[config.mk]
export PLATFORM = sky130hd
export DESIGN_NAME = div_sqrt_sequencer
export DESIGN_NICKNAME = d
export VERILOG_FILES = /design/src/rtl/div_sqrt_sequencer.sv
export SDC_FILE = /design/constraint.sdc
export NUM_CORES = 1
export LEC_CHECK = 0
export ABC_AREA = 1
export BUFFER_PORTS_ARGS = -buffer_cell sky130_fd_sc_hd__buf_2
export CAP_MARGIN = 10
export CELL_PAD_IN_SITES_DETAIL_PLACEMENT = 0
export CELL_PAD_IN_SITES_GLOBAL_PLACEMENT = 2
export CORE_ASPECT_RATIO = 1.75
export CORE_MARGIN = 2
export CORE_UTILIZATION = 27
export CTS_CLUSTER_DIAMETER = 50
export CTS_CLUSTER_SIZE = 16
export DETAILED_ROUTE_END_ITERATION = 6
export GPL_ROUTABILITY_DRIVEN = 0
export MAX_ROUTING_LAYER = met4
export PLACE_DENSITY = 0.74
export SKIP_CTS_REPAIR_TIMING = 1
export SLEW_MARGIN = 20
export SYNTH_ARGS = -nofsm -noshare
export SYNTH_HDL_FRONTEND = slang
export SYNTH_SLANG_ARGS = --single-unit
[constraint.sdc]
create_clock -name clk -period 1.3 [get_ports clk]
set_input_delay 0.26 -clock clk [delete_from_list [all_inputs] [get_ports clk]]
set_output_delay 0.26 -clock clk [all_outputs]
set_load 0.05 [all_outputs]
[src/rtl/div_sqrt_sequencer.sv]
// Control sequencer for the shared divide/square-root fraction datapath.
// Latency: N+3 cycles from start to result_valid (N iterations), 2 cycles for special operands.
// Backpressure: holds DONE with stable outputs until result_ready; start is only taken in IDLE.
package fraction_msb;
    typedef enum logic [1:0] {
        ZERO   = 2'd0,
        ONE    = 2'd1,
        RESULT = 2'd2
    } fraction_msb_select;
endpackage

module div_sqrt_sequencer #(
    parameter int DIV_ITERATIONS  = 26,
    parameter int SQRT_ITERATIONS = 25
) (
    input  logic                            clk,
    input  logic                            reset_n,
    input  logic                            start,
    input  logic                            op_sqrt,
    input  logic                            special_case,
    input  fraction_msb::fraction_msb_select special_msb_select,
    input  logic                            flush,
    input  logic                            result_ready,
    output logic                            ready,
    output logic                            load,
    output logic                            iter_enable,
    output logic [4:0]                      iter_count,
    output fraction_msb::fraction_msb_select fraction_msb_select,
    output logic                            result_valid
);

    localparam logic [4:0] DIV_N  = 5'(DIV_ITERATIONS);
    localparam logic [4:0] SQRT_N = 5'(SQRT_ITERATIONS);

    typedef enum logic [2:0] {
        IDLE,
        LOAD,
        ITERATE,
        NORMALIZE,
        SPECIAL,
        DONE
    } state_t;

    state_t                          state;
    state_t                          state_nxt;
    logic [4:0]                      cnt;
    logic                            op_sqrt_q;
    logic                            special_q;
    fraction_msb::fraction_msb_select sel_q;
    logic                            accept;

    assign accept = (state == IDLE) && start && !flush;

    always_ff @(posedge clk or negedge reset_n) begin
        if (!reset_n) begin
            state     <= IDLE;
            cnt       <= 5'd0;
            op_sqrt_q <= 1'b0;
            special_q <= 1'b0;
            sel_q     <= fraction_msb::ZERO;
        end else begin
            state <= state_nxt;
            if (accept) begin
                op_sqrt_q <= op_sqrt;
                special_q <= special_case;
                sel_q     <= special_msb_select;
            end
            // Counter is zero outside ITERATE so iter_count can be driven straight from it.
            if (flush) begin
                cnt <= 5'd0;
            end else begin
                case (state)
                    LOAD:    cnt <= op_sqrt_q ? SQRT_N : DIV_N;
                    ITERATE: cnt <= cnt - 5'd1;
                    default: cnt <= 5'd0;
                endcase
            end
        end
    end

    always_comb begin
        state_nxt           = state;
        ready               = 1'b0;
        load                = 1'b0;
        iter_enable         = 1'b0;
        result_valid        = 1'b0;
        fraction_msb_select = fraction_msb::ZERO;
        case (state)
            IDLE: begin
                ready = 1'b1;
                if (start) begin
                    state_nxt = special_case ? SPECIAL : LOAD;
                end
            end
            LOAD: begin
                load      = 1'b1;
                state_nxt = ITERATE;
            end
            ITERATE: begin
                iter_enable = 1'b1;
                if (cnt == 5'd1) begin
                    state_nxt = NORMALIZE;
                end
            end
            NORMALIZE: begin
                fraction_msb_select = fraction_msb::RESULT;
                state_nxt           = DONE;
            end
            SPECIAL: begin
                fraction_msb_select = sel_q;
                state_nxt           = DONE;
            end
            DONE: begin
                result_valid        = 1'b1;
                fraction_msb_select = special_q ? sel_q : fraction_msb::RESULT;
                if (result_ready) begin
                    state_nxt = IDLE;
                end
            end
            default: state_nxt = IDLE;
        endcase
        if (flush) begin
            state_nxt = IDLE;
        end
    end

    assign iter_count = cnt;

endmodule
# Word-level counts from Yosys, hierarchy flattened
# Cells that the tools add are included.
classes:
  shifts: 0
  div: 0
  multipliers: 0
  n_addsub: 1
  reduce_logical: 6
  n_mux: 15
  n_eq_ne: 9
  order_cmp: 0
  bitwise_logic: 0
op_table:
  columns: ["operator", "n"]
  rows:
  - ["$mux W3", 5]
  - ["$pmux W3 S5", 1]
  - ["$pmux W5 S2", 1]
  - ["$ne A3 B3 Y1 const B", 3]
  - ["$eq A3 B2 Y1 const B", 2]
  - ["$eq A3 B3 Y1 const B", 2]
  - ["$pmux W2 S3", 1]
  - ["$eq A5 B1 Y1 const B", 1]
  - ["$mux W5", 1]
  - ["$sub A5 B1 Y5 const B", 1]
  - ["$mux W1", 4]
  - ["$mux W2", 2]
  - ["$eq A3 B1 Y1 const B", 1]
  - ["$logic_not A3 Y1", 1]
  - ["$reduce_and A3 Y1", 1]
  - ["$logic_and A1 B1 Y1", 2]
  - ["$reduce_or A2 Y1", 1]
  - ["$logic_not A1 Y1", 1]
totals:
  elab_cells: 36
  input_bits: 9
  regBits: 12
  latch_bits: 0
  ram_bits: 0
  romBits: 0
  n_memories: 0
  out_inout_bits: 11

# Depth between registers and ports, before layout
# Gate-level depths: netlist of the first run.
depth:
  word_depth: 4
  depth_mapped: 10

# Worst setup path before layout of the first run
# OpenSTA, ideal clock, no wires.
synth_timing:
  path_kind: "flip-flop to flip-flop"
  start: "register state[0]"
  end: "register op_sqrt_q"
  slack_ns: -0.467
  arrival_ns: 1.644
  n_path_buf: 0
  required_time_ns: 1.178
  setup_ns: 0.122
  path_stages_with_launch: 5
  cell_sequence: "dfrtp_1 > nor3_2 > nand3_2 > nand2_1 > o21ai_1"
synth_via:
  elab_chain_cells: 3
synth_rtl:
  columns: ["item", "line_no", "source"]
  rows:
  - ["start: declaration", "44", "state_t state;"]
  - ["start signal: assignment", "62", "state <= state_nxt;"]
  - ["$logic_not A3 Y1", "52", "assign accept = (state == IDLE) && start && !flush;"]
  - ["$logic_and A1 B1 Y1 (2 in a row)", "52", null]
  - ["end signal: assignment", "64", "op_sqrt_q <= op_sqrt;"]
  - ["end: declaration", "47", "logic op_sqrt_q;"]
# Every way passes these cells.
# A chain may end at the register's enable or synchronous reset.

# Worst setup path after layout of the first run
layout_timing:
  start: "register state[1]"
  end: "output ready"
layout_via:
  elab_chain_cells: 2
layout_rtl:
  columns: ["item", "line_no", "source"]
  rows:
  - ["$logic_not A3 Y1", "88", "case (state)"]
  - ["$mux W1", "88", null]
  - ["end: declaration", "24", "output logic ready,"]
# Every way passes these cells.

==> reports/summary.json, run 1 <==
{
  "power.ir.vdd_worst_mv": 0.868,
  "dp_hpwl_mm": 1.48,
  "die-width_um": 42.4,
  "yosys_most_used_dff": "dfrtp_1",
  "routed_wl_mm": 1.79,
  "synth-seq-area-share_pct": 43.1,
  "die_area_um2": 3020,
  "worst_reg2reg_path_startpoint": "state[2]$_DFFE_PN0P_",
  "synthDominantCellAreaShare_pct": 43.1,
  "number_of_pins_exceeding_their_max_slew_limit_in_the_final_report": 0,
  "netlist_area_um2": 697,
  "detail_route.vias_per_cell": 4.65,
  "crit_type": "reg -> out",
  "yosysWarningCount": 0,
  "grt_first_pass_wirelength_mm": 3.08,
  "tightestPinTransition_ps": 287,
  "placement.io_buffers": 19,
  "drv_cap": 0,
  "final_skew_ps": 5.13,
  "violations": "negative setup slack",
  "min_period_over_period_pct": 112,
  "cts.path.max_buffers": 2,
  "clkSinkCount": 12,
  "globalRouteOverflowTotal": 0,
  "setup-violations-final": 6,
  "synth-edff-count": 0,
  "antenna_cells_inserted": 0,
  "async_flop_share_pct": 100,
  "cts_htree_levels": 1,
  "grt_setup_unrepaired": "yes",
  "n_fill_cell": 275,
  "cp_max_fo": 6,
  "grt_pass1_vias": 739,
  "remaining_drc_errors": 0,
  "worst_slack_ps": -154,
  "clock-root-buffer": "clkbuf_8",
  "grt_antenna_before_repair": 0,
  "row_count": 24,
  "cp.required_ps": 1040,
  "min_period_ps": 1450,
  "reg2regPathDepth": 9,
  "synthCells": 87,
  "placeableCoreArea_um2": 2460,
  "cts_tree": "built",
  "r2r_setup_slk_ps": 30,
  "hold_path.class": "in -> reg",
  "placed_cells": 141,
  "worst_setup_path_endpoint": "ready",
  "insertion_delay_ps": 240,
  "cp-end-kind": "primary output",
  "postSynthRegisterBits": 12,
  "post_cts_clock_slew_at_the_launch_and_capture_registers_of_the_worst_setup_and_hold_paths_ps": 50,
  "nNetsFinal": 133,
  "via_count": 683,
  "layout_cells_sized_above_1_pct": 47.9,
  "drt_pre_antenna_iters": 2,
  "synth_top_cells_by_area": "dfrtp_1, nand2_1, inv_1",
  "grt_max_degree": 13,
  "synth_area_per_cell_um2": 8.01,
  "crit_start": "state[1]$_DFFE_PN0P_",
  "worst-endpoint-arrival_ps": 1190,
  "overall_global_routing_usage_pct": 13.9,
  "drt_iter0_drc": 7,
  "dieHeight_um": 71.2,
  "initial_utilization_pct": 28.3,
  "r2r_end": "state[0]$_DFFE_PN0P_",
  "postSynthNetCount": 98,
  "instances_no_fill": 147,
  "io_pins": 20,
  "route.antenna.remaining_nets": 0,
  "total_leakage_power_nw": 0.520,
  "outcome": "finished, violations left",
  "slew_headroom_pct": 80.9,
  "syn2layout_area_growth_pct": 49.9,
  "wl_per_cell_um": 12.2,
  "pwr_density_cell_nw_per_um2": 2070,
  "clock.fmax_mhz": 688,
  "netlist-cell-type-count": 22,
  "netlist.top_cell.by_area": "dfrtp_1",
  "finalPower_w": 0.00217,
  "hold_violations": 0,
  "critPathLaunchType": "flip-flop",
  "final.hold.worst_slack_ps": 252,
  "cts-buffers-inserted": 3
}
[cell type report]
type / instances / area (um^2) / share of cell area, %
Inverter: 16 / 60.1 / 5.75
Tap cell: 26 / 32.5 / 3.11
Sequential cell: 12 / 305 / 29.2
Clock buffer: 4 / 45.0 / 4.31
Timing Repair Buffer: 31 / 241 / 23.1
Multi-Input combinational cell: 58 / 360 / 34.5
[report_power, final]
group	total, W	switching (W)	leakage (nW)	internal [W]
sequential	0.000601	0.000101	0.152	0.000501
combinational	0.00121	0.000739	0.345	0.000473
clock	0.000353	0.000137	0.0228	0.000216
total	0.00217	0.000978	0.520	0.00119
[how the worst min path moves through the flow]
stage	startpoint	to	depth (start not counted)
2_1_floorplan	reset_n	iter_count[0]$_DFF_PN0_	0
3_3_place_gp	reset_n	sel_q[0]$_DFFE_PN0P_	1
3_5_place_dp	reset_n	sel_q[0]$_DFFE_PN0P_	1
4_1_cts	reset_n	sel_q[0]$_DFFE_PN0P_	1
5_1_grt	op_sqrt	op_sqrt_q$_DFFE_PN0P_	3
6_report	op_sqrt	op_sqrt_q$_DFFE_PN0P_	3
[layer usage]
layer  part of all wire, %  vias to the layer above  global-route usage, %
met5                     0                        -                      -
met4                   1.5                        0                   5.56
met3                   3.6                        4                   3.27
met2                    61                       15                   26.7
met1                    34                      315                   12.6
li1                      -                      349                      -
[cells in the mapped netlist, types with 2 or more instances]
library cell / count
nand2_2: 2
inv_2: 5
nor2_1: 6
ha_1: 2
nand2_1: 15
nor3_2: 2
nand3_2: 2
dfrtp_1: 12
inv_1: 11
a21oi_1: 6
o21ai_1: 4
o21ai_0: 4
nand3_1: 7
[cell usage in the layout, fill, tap and decap left out, drive strengths merged]
cell / n
a211oi: 1
a21o: 1
a21oi: 6
buf: 30
clkbuf: 4
dfrtp: 12
dlygate4sd3: 1
ha: 2
inv: 16
nand2: 17
nand3: 9
nand3b: 1
nand4: 1
nor2: 8
nor3: 2
o21ai: 8
o21bai: 1
o22ai: 1
[stage by stage]
step           setup TNS (ps)  area [um^2]  util [%]  worst slack, ps
6_report                 -757         1040      42.4             -154
3_3_place_gp                0          931      37.8             27.3
2_1_floorplan            -779          719         -             -133
5_1_grt                 -1520         1040      42.4             -234
3_5_place_dp                0          931      37.8             19.7
4_1_cts                 -1420          976      39.6             -250
[cell families after synthesis]
family | count (synthesis) | share of synthesized area [%]
compound gates | 18 | 15.8
fa+ha+maj | 2 | 3.59
buf+inv | 17 | 9.16
flops | 12 | 43.1
simple gates | 38 | 28.4
[registers in the layout (all words and copies together), names as in the netlist]
name / count
iter_count: 5
op_sqrt_q: 1
special_q: 1
state: 3
sel_q: 2
[critical path, cell delays in order, from the launching register on]
cell and delay (ps):
dfrtp_2 430, buf_12 140, nor3_4 190, buf_6 180
No activity file was read; power rests on OpenSTA's default activity.
==> inputs of run 2 (changes only) <==
CORE_ASPECT_RATIO = 0.6   (was 1.75)
==> run 2 against run 1 <==
- the flow still finishes with violations (negative setup slack)
- non-clock buffer count up 6
- global-route usage rose by 0.091 points
- clock skew down 1.9 ps
- power grew 13%
- hold slack lost 4.7 ps
- critical path depth up 3
- sequential share of layout area is 3.3 points lower
- design area increased by 13%
- critical path type unchanged
- largest cell class unchanged
==> reports/summary.json, run 2 (synthesis results as in run 1) <==
{
  "outcome": {"value": "finished, violations left", "change": "unchanged"},
  "violations": {"value": "negative setup slack", "change": "unchanged"},
  "drt_pre_antenna_iters": {"value": 4, "change": "was 2"},
  "cts_tree": {"value": "built", "change": "unchanged"},
  "swShare": {"value": 44.1, "unit": "%", "change": "was 45.1%"},
  "hold_depth": {"value": 3, "change": "unchanged"},
  "via_count": {"value": 713, "change": "was 683"},
  "die_area": {"value": 3020, "unit": "um^2", "change": "about the same"},
  "total_leakage_power": {"value": 0.567, "unit": "nW", "change": "was 0.520 nW"},
  "dp_hpwl": {"value": 1.51, "unit": "mm", "change": "was 1.48 mm"},
  "grt_setup_unrepaired": {"value": "yes", "change": "unchanged"},
  "power.ir.vdd_worst": {"value": 0.840, "unit": "mV", "change": "was 0.868 mV"},
  "pwr_density_cell": {"value": 2070, "unit": "nW/um^2", "change": "about the same"},
  "initial_utilization": {"value": 28.2, "unit": "%", "change": "was 28.3%"},
  "crit_slowest_cell": {"value": "dfrtp_1", "change": "was dfrtp_2"},
  "drt_iter0_drc": {"value": 30, "change": "was 7"},
  "hold_start": {"value": "special_msb_select[1]", "change": "was op_sqrt"},
  "critPathLaunchType": {"value": "flip-flop", "change": "unchanged"},
  "io_pins": {"value": 20, "change": "unchanged"},
  "antenna_cells_inserted": {"value": 0, "change": "unchanged"},
  "cts_htree_levels": {"value": 1, "change": "unchanged"},
  "number_of_pins_exceeding_their_max_slew_limit_in_the_final_report": {"value": 0, "change": "unchanged"},
  "worst_path_dominant_cell_family": {"value": "buffers and inverters", "change": "was flip-flops"},
  "r2r_setup_slk": {"value": -30, "unit": "ps", "change": "was 30 ps"},
  "setup-violations-final": {"value": 8, "change": "was 6"},
  "crit_type": {"value": "reg -> out", "change": "unchanged"},
  "number_of_flip_flops_in_the_largest_register": {"value": 5, "change": "unchanged"},
  "cp.required": {"value": 1040, "unit": "ps", "change": "about the same"},
  "reg2regPathDepth": {"value": 10, "change": "was 9"},
  "syn2layout_area_growth": {"value": 69.3, "unit": "%", "change": "was 49.9%"},
  "dieHeight": {"value": 43.4, "unit": "um", "change": "was 71.2 um"},
  "final_skew": {"value": 3.22, "unit": "ps", "change": "was 5.13 ps"},
  "clock-root-buffer": {"value": "clkbuf_8", "change": "unchanged"},
  "detail_route.vias_per_cell": {"value": 4.48, "change": "was 4.65"},
  "worst_slack": {"value": -183, "unit": "ps", "change": "was -154 ps"},
  "grt_antenna_before_repair": {"value": 0, "change": "unchanged"},
  "cell_internal_pwr": {"value": 0.00137, "unit": "W", "change": "was 0.00119 W"},
  "worst-endpoint-arrival": {"value": 1220, "unit": "ps", "change": "was 1190 ps"},
  "power.share.clock": {"value": 16.8, "unit": "%", "change": "was 16.3%"},
  "clkSinkCount": {"value": 12, "change": "unchanged"},
  "nNetsFinal": {"value": 139, "change": "was 133"},
  "min_period_over_period": {"value": 114, "unit": "%", "change": "was 112%"},
  "tightestPinTransition": {"value": 294, "unit": "ps", "change": "was 287 ps"},
  "layout_cells_sized_above_1": {"value": 59.8, "unit": "%", "change": "was 47.9%"},
  "cts.path.max_buffers": {"value": 2, "change": "unchanged"},
  "critical_path_buf_inv_count": {"value": 4, "change": "was 2"},
  "most_common_library_cell_in_the_layout_ignoring_fill_and_taps": {"value": "buf_2", "change": "was nand2_1"},
  "remaining_drc_errors": {"value": 0, "change": "unchanged"},
  "route.antenna.remaining_nets": {"value": 0, "change": "unchanged"},
  "preCtsSetupSlack": {"value": -14.7, "unit": "ps", "change": "was 19.7 ps"},
  "power.switching": {"value": 0.00108, "unit": "W", "change": "was 0.000978 W"},
  "overall_global_routing_usage": {"value": 14.0, "unit": "%", "change": "was 13.9%"},
  "slew_headroom": {"value": 80.4, "unit": "%", "change": "was 80.9%"},
  "die-width": {"value": 69.6, "unit": "um", "change": "was 42.4 um"},
  "insertion_delay": {"value": 240, "unit": "ps", "change": "about the same"},
  "drv_cap": {"value": 0, "change": "unchanged"},
  "cp-end-kind": {"value": "primary output", "change": "unchanged"},
  "post_cts_clock_slew_at_the_launch_and_capture_registers_of_the_worst_setup_and_hold_paths": {"value": 50, "unit": "ps", "change": "about the same"},
  "clock.fmax": {"value": 674, "unit": "MHz", "change": "was 688 MHz"},
  "placement.io_buffers": {"value": 19, "change": "unchanged"},
  "worst_hold_path.endpoint": {"value": "sel_q[1]$_DFFE_PN0P_", "change": "was op_sqrt_q$_DFFE_PN0P_"},
  "grt_pass1_vias": {"value": 679, "change": "was 739"},
  "grt_first_pass_wirelength": {"value": 3.07, "unit": "mm", "change": "was 3.08 mm"},
  "comb_power_share": {"value": 58.2, "unit": "%", "change": "was 55.9%"},
  "grt_max_degree": {"value": 13, "change": "unchanged"},
  "worst_reg2reg_path_startpoint": {"value": "state[2]$_DFFE_PN0P_", "change": "unchanged"},
  "r2r_end": {"value": "state[2]$_DFFE_PN0P_", "change": "was state[0]$_DFFE_PN0P_"},
  "hold_violations": {"value": 0, "change": "unchanged"},
  "hold_path.class": {"value": "in -> reg", "change": "unchanged"},
  "pwr-share-seq": {"value": 24.9, "unit": "%", "change": "was 27.8%"},
  "path_cells": {"value": "inv_2 -> buf_6 -> buf_4 -> nand3_4 -> nand2_2 -> buf_8", "change": "was buf_12 -> nor3_4 -> buf_6"},
  "min_period": {"value": 1480, "unit": "ps", "change": "was 1450 ps"},
  "routed_wl": {"value": 1.91, "unit": "mm", "change": "was 1.79 mm"},
  "wl_per_cell": {"value": 12.0, "unit": "um", "change": "was 12.2 um"},
  "row_count": {"value": 14, "change": "was 24"},
  "finalInstanceArea": {"value": 1180, "unit": "um^2", "change": "was 1040 um^2"},
  "crit_path_max_cell_delay": {"value": 390, "unit": "ps", "change": "was 430 ps"},
  "layout.cells.most_common_list": {"value": "buf_2, buf_4, inv_1, nand2_1, dfrtp_1", "change": "was nand2_1, buf_2, inv_1, buf_4, dfrtp_1"},
  "placed_area": {"value": 961, "unit": "um^2", "change": "was 931 um^2"},
  "cts-buffers-inserted": {"value": 3, "change": "unchanged"},
  "placeableCoreArea": {"value": 2470, "unit": "um^2", "change": "was 2460 um^2"},
  "cp_max_fo": {"value": 3, "change": "was 6"},
  "globalRouteOverflowTotal": {"value": 0, "change": "unchanged"}
}
[run 2: worst min-delay path: stages]
cell,delay [ps]
buf_2,90
inv_1,40
o21ai_1,50
[run 2: per-stage QoR]
stage	power (W)	util, %	hold slack, ps	cells	TNS (ps)
floorplan	0.00136	-	-35.6	87	-779
global placement	0.00174	38.9	157	150	0
detailed placement	0.00174	38.9	163	150	-19.2
CTS	0.00217	41.1	-99.0	154	-1490
global route	0.00262	47.8	246	159	-1660
finish	0.00245	47.8	247	159	-935
[run 2: layer usage]
| layer | GRT usage, % | share of wire, % | vias up |
|---|---|---|---|
| met5 | - | 0 | - |
| met4 | 3.53 | 0.52 | 0 |
| met3 | 3.95 | 7.5 | 2 |
| met2 | 18.5 | 41 | 23 |
| met1 | 20.8 | 51 | 325 |
| li1 | - | - | 363 |
[run 2: worst max path at each step]
stage                     slack, ps            startpoint                endpoint  cells after the start
after floorplan                -130  state[1]$_DFFE_PN0P_   op_sqrt_q$_DFFE_PN0P_                      4
after global placement           20  state[2]$_DFFE_PN0P_             iter_enable                      5
after CTS                      -280  state[2]$_DFFE_PN0P_             iter_enable                      5
after global routing           -240  state[2]$_DFFE_PN0P_  fraction_msb_select[1]                      6
after detailed placement        -10  state[2]$_DFFE_PN0P_             iter_enable                      5
final                          -180  state[2]$_DFFE_PN0P_  fraction_msb_select[1]                      6
[run 2: final cells by class]
type	instances	area, um^2
fill	240	1290
multi-input combinational	58	415
sequential	12	305
timing repair buffer	37	304
inverter	16	60.1
clock buffer	4	55.1
tap	32	40.0
[run 2: power groups by stage]
stage	logic [W]	registers, W	clock network, W
2_1_floorplan	0.000631	0.000730	0
3_3_place_gp	0.00114	0.000595	0
3_5_place_dp	0.00115	0.000597	0
4_1_cts	0.00115	0.000592	0.000426
5_1_grt	0.00154	0.000634	0.000445
6_report	0.00142	0.000610	0.000412
